$ cat config.mk
export PLATFORM = sky130hd
export DESIGN_NAME = fib_unwind
export DESIGN_NICKNAME = d
export VERILOG_FILES = /design/src/rtl/fib_pkg.sv /design/src/rtl/sel_lifo.sv /design/src/rtl/fib_unwind.sv
export SDC_FILE = /design/constraint.sdc
export NUM_CORES = 1
export LEC_CHECK = 0
export CAP_MARGIN = 25
export CORE_MARGIN = 1.5
export CORE_UTILIZATION = 40
export DETAILED_ROUTE_END_ITERATION = 8
export PLACE_DENSITY = 0.61
export SLEW_MARGIN = 0
export SYNTH_ARGS = -nofsm -noshare
export SYNTH_HDL_FRONTEND = slang
export SYNTH_SLANG_ARGS = --single-unit
$ cat constraint.sdc
create_clock -name clk -period 16.09 [get_ports clk]
set_input_delay 1.609 -clock clk [delete_from_list [all_inputs] [get_ports clk]]
set_output_delay 1.609 -clock clk [all_outputs]
set_load 0.005 [all_outputs]
$ cat src/rtl/fib_pkg.sv
// Shared definitions for the forward/reverse Fibonacci-style accumulator.
package fib_pkg;

  typedef enum logic [1:0] {
    IDLE = 2'd0,
    FWD  = 2'd1,
    REV  = 2'd2,
    DONE = 2'd3
  } fib_state_t;

  localparam int FIB_WIDTH = 16;
  localparam int FIB_LIMIT = 300;
  localparam int FIB_DEPTH = 32;

endpackage

$ cat src/rtl/sel_lifo.sv
// 1-bit-wide stack recording the selector history of the forward phase.
module sel_lifo #(
  parameter int DEPTH = 32
) (
  input  logic                       clk,
  input  logic                       rst,
  input  logic                       clear,
  input  logic                       push,
  input  logic                       pop,
  input  logic                       din,
  output logic                       dout,
  output logic [$clog2(DEPTH+1)-1:0] count
);

  localparam int CW = $clog2(DEPTH + 1);
  localparam int AW = (DEPTH > 1) ? $clog2(DEPTH) : 1;

  logic          mem_q [DEPTH];
  logic [CW-1:0] count_q;

  // Occupancy: push and pop are never requested together by the controller.
  always_ff @(posedge clk) begin
    if (rst || clear) begin
      count_q <= '0;
    end else if (push) begin
      count_q <= count_q + CW'(1);
    end else if (pop) begin
      count_q <= count_q - CW'(1);
    end
  end

  // Storage holds data only, so it carries no reset.
  always_ff @(posedge clk) begin
    if (push) begin
      mem_q[AW'(count_q)] <= din;
    end
  end

  assign dout  = mem_q[AW'(count_q - CW'(1))];
  assign count = count_q;

endmodule

$ cat src/rtl/fib_unwind.sv
// Runs the bounded accumulator forward, then undoes every step using the
// recorded selector bits so that x, y, i and j return to zero.
module fib_unwind
  import fib_pkg::*;
#(
  parameter int WIDTH = FIB_WIDTH,
  parameter int LIMIT = FIB_LIMIT,
  parameter int DEPTH = FIB_DEPTH
) (
  input  logic                       clk,
  input  logic                       rst,
  input  logic                       start,
  input  logic                       selector,
  output logic [WIDTH-1:0]           x,
  output logic [WIDTH-1:0]           y,
  output logic [WIDTH-1:0]           i,
  output logic [WIDTH-1:0]           j,
  output logic [$clog2(DEPTH+1)-1:0] depth,
  output logic                       busy,
  output logic                       done
);

  localparam int               CW      = $clog2(DEPTH + 1);
  localparam logic [WIDTH-1:0] LIMIT_W = WIDTH'(LIMIT);
  localparam logic [CW-1:0]    DEPTH_C = CW'(DEPTH);
  localparam logic [WIDTH-1:0] ONE     = WIDTH'(1);
  localparam logic [WIDTH-1:0] TWO     = WIDTH'(2);

  fib_state_t       state_q, state_d;
  logic [WIDTH-1:0] x_q, x_d, y_q, y_d, i_q, i_d, j_q, j_d;
  logic             busy_q, busy_d, done_q, done_d;
  logic             lifo_push, lifo_pop, lifo_clear, lifo_dout;
  logic [CW-1:0]    lifo_count;

  sel_lifo #(.DEPTH(DEPTH)) u_lifo (
    .clk   (clk),
    .rst   (rst),
    .clear (lifo_clear),
    .push  (lifo_push),
    .pop   (lifo_pop),
    .din   (selector),
    .dout  (lifo_dout),
    .count (lifo_count)
  );

  // Next-state and step arithmetic; a reverse pop subtracts exactly what the
  // matching forward step added, using the pre-decrement x and y.
  always_comb begin
    state_d    = state_q;
    x_d        = x_q;
    y_d        = y_q;
    i_d        = i_q;
    j_d        = j_q;
    busy_d     = busy_q;
    done_d     = done_q;
    lifo_push  = 1'b0;
    lifo_pop   = 1'b0;
    lifo_clear = 1'b0;
    case (state_q)
      IDLE, DONE: begin
        if (start) begin
          state_d    = FWD;
          x_d        = '0;
          y_d        = '0;
          i_d        = '0;
          j_d        = '0;
          busy_d     = 1'b1;
          done_d     = 1'b0;
          lifo_clear = 1'b1;
        end
      end
      FWD: begin
        if ((j_q < LIMIT_W) && (lifo_count < DEPTH_C)) begin
          x_d       = x_q + ONE;
          y_d       = y_q + ONE;
          i_d       = i_q + x_q + ONE;
          j_d       = j_q + y_q + (selector ? ONE : TWO);
          lifo_push = 1'b1;
        end else begin
          state_d = REV;
        end
      end
      REV: begin
        if (lifo_count != '0) begin
          x_d      = x_q - ONE;
          y_d      = y_q - ONE;
          i_d      = i_q - x_q;
          j_d      = j_q - y_q - (lifo_dout ? {WIDTH{1'b0}} : ONE);
          lifo_pop = 1'b1;
        end else begin
          state_d = DONE;
          busy_d  = 1'b0;
          done_d  = 1'b1;
        end
      end
      default: begin
        state_d = IDLE;
        busy_d  = 1'b0;
        done_d  = 1'b0;
      end
    endcase
  end

  // State, accumulators and registered status flags.
  always_ff @(posedge clk) begin
    if (rst) begin
      state_q <= IDLE;
      x_q     <= '0;
      y_q     <= '0;
      i_q     <= '0;
      j_q     <= '0;
      busy_q  <= 1'b0;
      done_q  <= 1'b0;
    end else begin
      state_q <= state_d;
      x_q     <= x_d;
      y_q     <= y_d;
      i_q     <= i_d;
      j_q     <= j_d;
      busy_q  <= busy_d;
      done_q  <= done_d;
    end
  end

  assign x     = x_q;
  assign y     = y_q;
  assign i     = i_q;
  assign j     = j_q;
  assign depth = lifo_count;
  assign busy  = busy_q;
  assign done  = done_q;

endmodule

Word-level counts from Yosys, hierarchy flattened

Memories as Yosys holds them, arrays and structs flattened.
Cells that the tools add are included.

Flip-flop bits (word level): 74
Memory bits (writable): 32
Output and inout port bits: 72
Word-level logic and storage cells: 77
Memories kept: 1

Memory list:

| memory       | depth | width | read ports | clocked after memory_dff | write ports | RTL line       | text |
|---|---|---|---|---|---|---|---|
| u_lifo.mem_q | 32    | 1     | 1          | 0                        | 1           | sel_lifo.sv:18 | `logic mem_q [DEPTH];` |

Add/sub/neg operators: 13
Magnitude comparators: 2
Eq/ne operators: 8
Muxes and demuxes: 35
Reductions and logical operators: 10

Operators by type and width:

| kind                                                                          | count |
|---|---|
| 16-bit one-hot mux with 3 select lines                                        | 4 |
| 16-bit 2-to-1 mux                                                             | 9 |
| 16-bit by 1-bit adder with 16-bit output, second input constant               | 3 |
| 16-bit adder                                                                  | 2 |
| 16-bit by 1-bit subtractor with 16-bit output, second input constant          | 2 |
| 16-bit subtractor                                                             | 2 |
| 16-bit by 2-bit adder with 16-bit output                                      | 1 |
| 16-bit by 9-bit less-than comparator with 1-bit output, second input constant | 1 |
| 16-bit by 1-bit subtractor with 16-bit output                                 | 1 |
| 1-bit 2-to-1 mux                                                              | 13 |
| 6-bit 2-to-1 mux                                                              | 2 |
| 2-bit != test, second input constant                                          | 5 |
| 3-bit AND reduction                                                           | 3 |
| 2-bit 2-to-1 mux                                                              | 4 |
| 6-bit by 1-bit adder with 6-bit output, second input constant                 | 1 |
| 6-bit less-than comparator, second input constant                             | 1 |
| 2-bit one-hot mux with 3 select lines                                         | 1 |
| 6-bit nonzero test                                                            | 1 |
| 6-bit by 1-bit subtractor with 6-bit output, second input constant            | 1 |
| 2-bit == test, second input constant                                          | 2 |
| 1-bit one-hot mux with 2 select lines                                         | 2 |
| 2-bit nonzero test                                                            | 2 |
| 2-bit by 1-bit == test with 1-bit output, second input constant               | 1 |
| 2-bit logical NOT                                                             | 1 |
| 3 further kinds                                                               | 3 |

Longest topological paths before layout

Gate-level depths: netlist of the first run.

Depth in word-level cells: 6
Gate-level depth with buffers: 21

Cells and area by module

From an unflattened synthesis of the first run, not the netlist that was laid out.

Cells, all modules: 1033
Area, all modules: 8922.3 um^2

Modules (own cells, without submodules):

| module     | times used | cells each | area each (um^2) |
|---|---|---|---|
| fib_unwind | 1          | 893        | 7109.3 |
| sel_lifo   | 1          | 140        | 1813.0 |

Least setup slack after synthesis of the first run

No wires, ideal clock.

Kind: register to register
Start: register u_lifo.count_q[0] (netlist: u_lifo.count[0])
End: register j_q[14] (netlist: j[14])
Library setup time: 129 ps
Data arrival time: 5091 ps
Required time: 15961 ps
Slack: 10870 ps
Stages on the path, launching flop included: 22
Path buffers: 2
Clock period less this slack: 5220 ps
Path through: dfxtp_1 -> buf_1 -> inv_1 -> ha_1 -> clkbuf_1 -> mux4_2 -> mux4_2 -> mux2_2 -> fa_1 -> inv_1 -> ha_1 -> nor2_1 -> fa_1 -> nand2_1 -> a21oi_1 -> o21bai_1 -> a41oi_1 -> a21oi_1 -> a31oi_1 -> o211a_1 -> o21ai_0 -> nand4_1

Word-level cells in the longest chain between the ends: 6
Elaborated cells on any way between the ends: 12
Those cells by class: add/sub (2); order compare (1); eq/ne (2); mux (3); reduce/logical (3); memory (1)

RTL lines:

| item                                          | RTL line          | text |
|---|---|---|
| start, declared                               | sel_lifo.sv:19    | `logic [CW-1:0] count_q;` |
| start signal, assigned                        | sel_lifo.sv:26    | `count_q <= count_q + CW'(1);` |
| start signal, assigned                        | sel_lifo.sv:28    | `count_q <= count_q - CW'(1);` |
| 6-bit by 1-bit subtractor with 6-bit output   | n/a               |  |
| memory 32 x 1 bit                             | n/a               |  |
| 1-bit 2-to-1 mux                              | fib_unwind.sv:88  | `j_d = j_q - y_q - (lifo_dout ? {WIDTH{1'b0}} : ONE);` |
| 16-bit by 1-bit subtractor with 16-bit output | fib_unwind.sv:88  |  |
| 16-bit 2-to-1 mux                             | fib_unwind.sv:84  | `if (lifo_count != '0) begin` |
| 16-bit one-hot mux with 3 select lines        | fib_unwind.sv:59  | `case (state_q)` |
| end signal, assigned                          | fib_unwind.sv:119 | `j_q <= j_d;` |
| end, declared                                 | fib_unwind.sv:30  | `logic [WIDTH-1:0] x_q, x_d, y_q, y_d, i_q, i_d, j_q, j_d;` |

Several ways; a longest one is shown, not always the timed one. The select of a mux whose other input is x is not followed.
A chain may end at the register's enable or synchronous reset.

Worst setup path in the final report of the first run

Ends and elaborated chain as after synthesis.

==> results of run 1 <==
==> worst register-to-register path: cells and delay by family (launching register included) <==
family,cells,cell delay [ns]
flops,1,0.79
buf+inv,2,0.34
simple gates,4,0.36
compound gates,6,1.27
fa+ha+maj,4,1.55
mux,3,1.13
==> power by group <==
group | internal [mW] | leakage [nW] | total (mW) | switching, mW
Combinational | 0.575 | 3.11 | 1.29 | 0.711
Sequential | 0.323 | 0.888 | 0.396 | 0.0733
Clock | 0.123 | 0.141 | 0.233 | 0.110
==> cell families (layout without fill, tap and decap cells) <==
family          count (synthesis)  count (layout)
compound gates                278             278
xor+xnor                       82              82
fa+ha+maj                     130             130
buf+inv                       127             188
flops                         106             106
mux                            14              14
simple gates                  302             302
==> through the flow <==
step	hold WS (ns)	std cells	power [mW]	cell area [µm²]
after CTS	0.528	1380	1.92	10100
after global placement	0.503	1364	1.67	9820
after floorplan	0.486	1039	1.36	8820
final	0.521	1380	1.91	10100
after detailed placement	0.518	1364	1.68	9820
after global routing	0.555	1380	2.10	10100
==> cell usage in the layout, fill, tap and decap left out, types with 10 or more instances in the layout <==
master             n
nand2b_1          11
edfxtp_1          32
nand3_1           19
xnor2_1           61
inv_1             90
nand2_1           68
nor2_1           131
o21ai_1           20
xor2_1            21
ha_1             120
a21oi_1           71
nor2b_1           10
mux4_2            10
a21o_1            15
o21ai_0           36
o21bai_1          13
nor3_1            25
clkdlybuf4s50_1   74
dfxtp_1           74
a22oi_1           39
==> cell usage after synthesis (all sizes together), types with 10 or more instances <==
cell type / instances
edfxtp: 32
inv: 92
xor2: 21
clkbuf: 30
nand2: 68
a22oi: 39
xnor2: 61
nand2b: 12
o21bai: 13
nor3: 25
o21ai: 56
a21oi: 73
a21o: 16
dfxtp: 74
ha: 121
nor2: 131
mux4: 10
nand3: 19
nor2b: 11
==> worst min-delay path by stage <==
stage                       startpoint                  to  slack, ns
global placement    x[14]$_SDFFE_PP0P_  x[14]$_SDFFE_PP0P_       0.50
detailed placement  x[14]$_SDFFE_PP0P_  x[14]$_SDFFE_PP0P_       0.52
floorplan           x[14]$_SDFFE_PP0P_  x[14]$_SDFFE_PP0P_       0.49
global route        x[14]$_SDFFE_PP0P_  x[14]$_SDFFE_PP0P_       0.55
CTS                 x[14]$_SDFFE_PP0P_  x[14]$_SDFFE_PP0P_       0.53
finish              x[14]$_SDFFE_PP0P_  x[14]$_SDFFE_PP0P_       0.52
==> metal layers <==
layer | vias up | GRT usage | share of wire
li1 | 3826 | - | -
met1 | 3588 | 0.260 | 0.48
met2 | 115 | 0.323 | 0.47
met3 | 19 | 0.0338 | 0.040
met4 | 0 | 0.0452 | 0.012
met5 | - | 0 | 0
==> area by class of cell <==
cell class	instances	area, µm²	area share
Clock inverter	6	73.8	0.00729
Inverter	93	349	0.0345
Tap cell	280	350	0.0346
Clock buffer	10	229	0.0226
Sequential cell	106	2440	0.241
Timing Repair Buffer	79	776	0.0766
Multi-Input combinational cell	806	5900	0.583
==> flip-flops by register name (all words and copies together), names as in the netlist <==
name	flops
state_q	2
y	16
busy	1
u_lifo.mem_q	32
i	16
done	1
x	16
j	16
u_lifo.count	6
==> flow_summary.ini, run 1 <==
[clocking]
path_clk_slew_ns = 0.08
clk_latency_ns = 0.36
htreeDepth = 3
cts_resized = 0
cts_hold_buffers = 0
post-cts-setup-buffers = 0
cts_root_buf = clkbuf_16
cts_sinks = 106
cts_made_buffers = 9
cts_tree = built
clk_path_buf_depth = 2

[yosys]
muxShareOfSynthArea = 0.0308
synth_nets = 1173
synth_top_cell_by_area = ha_1
yosys_register_bits = 106
syn_inst = 1039
syn-cell-area_um2 = 8820
synth-xor-area-share = 0.0814
async_flop_share = 0
yosysSeqAreaShare = 0.277
synth_top_family_by_area = compound AO/OA/AOI/OAI gates
synth_warnings = 0
synthAdderAreaFrac = 0.192
ys_top_cells_by_area = ha_1 17%, dfxtp_1 17%, edfxtp_1 11%
yosysTopAreaCellShare = 0.172
synth_compound_gate_area_share = 0.210
post_synth_num_cell_types = 76
ys_dominant_reg_cell = dfxtp_1
synth-edff-count = 32
syn-mean-instance-area_um2 = 8.49
yosys.area_share.simple = 0.154

[critical_path]
crit_fanout = 14
path_class = flop to flop
rr_endpoint = j[14]$_SDFFE_PP0P_
path_cells = inv_1, ha_1, mux4_2, mux4_2, mux2_2, fa_1, inv_1, ha_1, nor2_1, fa_1, nand2_1, a21oi_1, o21bai_1, a41oi_1, a21oi_1, a31oi_1, nor4_1, o21ai_0, nand4_1
reg2regPathDepth = 19
cp.depth = 19
slowest_stage = dfxtp_1
r2r-start = u_lifo.count[0]$_SDFFE_PP0P_
worst_setup_path_end_kind = flop
endpoint = j[14]$_SDFFE_PP0P_
critPathMaxStageDelay_ns = 0.79
arrival_ns = 5.80
startpoint = u_lifo.count[0]$_SDFFE_PP0P_
critPathLaunchType = flop
crit_buf_inv = 2
cp_top_family = adder cells
rrSetupSlack_ns = 10.54
critPathRequiredTime_ns = 16.33

[route]
drc = 0
vias = 7548
drtIter0Drc = 417
routed_via_density = 5.47
wl_mm = 21.4
first_pass_iters = 7
wl_per_cell_um = 15.5
antenna_left = 0

[timing]
slew_headroom = 0.323
fmax_mhz = 180
setup_viol = 0
final.period_utilization = 0.345
setup_tns_ns = 0
rsz0062_at_grt = false
tightest_slew_ns = 1.02
fin_ws_ns = 10.54
drv_slew = 0
period_needed_ns = 5.55
finalClockSkew_ns = 0.00845
hold_viol_final = 0

[cells_and_area]
antenna_cells = 0
fillers = 2163
drive_gt1_frac = 0.0473
syn_to_final_growth_pct = 14.8
final_nets = 1229
final_util = 0.465

[power_and_ir_drop]
ir_drop_v = 0.000109
powerDensity_nw_per_um2 = 189
p_leak_nw = 4.14

[placed_design]
dp_worst_setup_slack_ns = 10.56
routabilityCongestion = 0.813
io_buffers = 75
place_hpwl_mm = 15.6

[floorplanning]
die_w_um = 151
fp.coreArea_um2 = 21800
die_y_um = 151
rows = 54
io_pins = 76
initial_core_util = 0.405
die_area_um2 = 22900

[global_routing]
gr-total-overflow = 0
antenna_found_initial = 0
grt_pass1_wl_mm = 35.2
grt_max_degree = 48
grt_pass1_vias = 6983
grt_util_all_layers = 0.193

[run]
maxCapViolCount = 0

[worst_hold_path]
hold_depth = 2
hold_path_class = flop to flop

[run_status]
outcome = complete, no violations
Note: power is estimated with default switching activity, not from simulation.
==> run 2, diff against run 1 <==
PLACE_DENSITY = 0.63   (was 0.61)
clock period = 4.9 ns   (was 16.09 ns; I/O delays follow)
==> run 2 against run 1 <==
Net effect:
- clock skew up 0.0020 ns
- worst hold slack about the same
- design area up 0.53%
- sequential power rose to 3.3 times the previous value
- highest routed layer unchanged
- sequential cell count unchanged
- critical path type unchanged
- power rose to 3.3 times the previous value
- via count down 1.4%
- worst setup slack worse by 10 ns
==> flow_summary.ini, run 2 (same netlist as run 1, synthesis figures left out) <==
[timing]
finalClockSkew_ns = 0.0104
period_needed_ns = 4.61
hold_viol_final = 0
drv_slew = 0
final.period_utilization = 0.940
setup_viol = 0
fin_ws_ns = 0.292
slew_headroom = 0.323
fmax_mhz = 217
tightest_slew_ns = 1.02
hold_slack_ns = 0.521

[cells_and_area]
drive_gt1_frac = 0.0569
final_util = 0.468
fillers = 2185
final-instance-count-excl-fill = 1387
postLayoutCellArea_um2 = 10200
largest_register_ffs = 32
antenna_cells = 0
mostFrequentLayoutCell = nor2_1
top_register = u_lifo.mem_q
final_cell_mix = 131 x nor2_1, 119 x ha_1, 90 x inv_1, 74 x dfxtp_1, 74 x clkdlybuf4s50_1
syn_to_final_growth_pct = 15.4
final_nets = 1236

[clocking]
cts_root_buf = clkbuf_16
htreeDepth = 3
clk_path_buf_depth = 2
post-cts-setup-buffers = 0
cts_resized = 0
cts_hold_buffers = 0
path_clk_slew_ns = 0.07
cts_tree = built
clk_latency_ns = 0.35
cts_sinks = 106
cts_made_buffers = 9

[placed_design]
placed_area_um2 = 9870
dp_worst_setup_slack_ns = 0.101
io_buffers = 75
routabilityCongestion = 0.855
place_hpwl_mm = 15.7
place_inst = 1371

[route]
vias = 7439
drc = 0
routed_via_density = 5.36
first_pass_iters = 5
wl_per_cell_um = 15.3
wl_mm = 21.3
antenna_left = 0
drtIter0Drc = 354

[global_routing]
grt_pass1_wl_mm = 34.6
grt_util_all_layers = 0.190
grt_max_degree = 48
antenna_found_initial = 0
gr-usage-met2 = 0.320
grt_pass1_vias = 6867
busiest_layer = met2
gr-total-overflow = 0
gr-usage-met3 = 0.0341
grt_use_met1 = 0.258

[worst_hold_path]
hold_path_class = flop to flop

[critical_path]
crit_fanout = 5
r2r-start = u_lifo.count[0]$_SDFFE_PP0P_
critPathRequiredTime_ns = 5.14
worst_setup_path_end_kind = flop
startpoint = u_lifo.count[0]$_SDFFE_PP0P_
rr_endpoint = j[14]$_SDFFE_PP0P_
critPathLaunchType = flop
reg2regPathDepth = 20
path_class = flop to flop
arrival_ns = 4.85
rrSetupSlack_ns = 0.29
endpoint = j[14]$_SDFFE_PP0P_

[floorplanning]
fp.coreArea_um2 = 21800
die_y_um = 151
die_area_um2 = 22900
io_pins = 76
die_w_um = 151
initial_core_util = 0.405
rows = 54

[run_status]
outcome = complete, no violations

[power_and_ir_drop]
p_leak_nw = 4.17
powerDensity_nw_per_um2 = 619
ir_drop_v = 0.000322

[run]
maxCapViolCount = 0
==> run 2: per-stage QoR <==
step,power (mW),TNS [ns]
6_report,6.30,0
5_1_grt,6.92,-0.0109
4_1_cts,6.25,0
3_5_place_dp,5.54,0
3_3_place_gp,5.51,0
2_1_floorplan,4.48,0
==> run 2: worst max-delay path: stages, from the launching register on <==
cell	delay, ns
dfxtp_1	0.35
inv_1	0.09
buf_4	0.16
ha_1	0.28
xnor2_2	0.26
mux4_2	0.53
mux2_2	0.29
fa_1	0.46
inv_1	0.07
ha_1	0.15
nor2_1	0.06
fa_1	0.40
nand2_1	0.08
a21oi_1	0.10
o21bai_2	0.19
a41oi_2	0.17
a21oi_2	0.23
a31oi_2	0.14
o211a_1	0.23
o21ai_0	0.14
nand4_1	0.09
==> run 2: worst min path at each step <==
stage / from / to / slack (ns) / depth (start not counted)
finish: i[9]$_SDFFE_PP0P_ / i[9]$_SDFFE_PP0P_ / 0.52 / 2
global placement: i[9]$_SDFFE_PP0P_ / i[9]$_SDFFE_PP0P_ / 0.51 / 2
detailed placement: x[14]$_SDFFE_PP0P_ / x[14]$_SDFFE_PP0P_ / 0.52 / 2
CTS: x[14]$_SDFFE_PP0P_ / x[14]$_SDFFE_PP0P_ / 0.53 / 2
floorplan: x[14]$_SDFFE_PP0P_ / x[14]$_SDFFE_PP0P_ / 0.49 / 2
global route: x[14]$_SDFFE_PP0P_ / x[14]$_SDFFE_PP0P_ / 0.55 / 2
==> run 2: where the power goes <==
part	switching, mW	total (mW)	internal, mW
clock	0.332	0.675	0.343
sequential	0.228	1.29	1.06
combinational	2.38	4.33	1.95
==> run 2: cell type report <==
type / instances / area [µm²] / share of cell area
Tap cell: 280 / 350 / 0.0344
Inverter: 93 / 349 / 0.0343
Sequential cell: 106 / 2440 / 0.240
Clock inverter: 5 / 30.0 / 0.00295
Multi-Input combinational cell: 806 / 5950 / 0.584
Timing Repair Buffer: 86 / 828 / 0.0814
Clock buffer: 11 / 233 / 0.0229
==> run 2: routing by layer <==
metal  up-vias  wire length (µm)
met3        10              1000
met1      3494             10300
met2       111              9850
met4         0               131
met5         -                 0
li1       3824                 -
==> run 3, diff against run 2 <==
CTS_CLUSTER_DIAMETER = 120   (was not set)
==> results of run 3 <==
Final layout, timing and power as in run 2 (identical DEF).
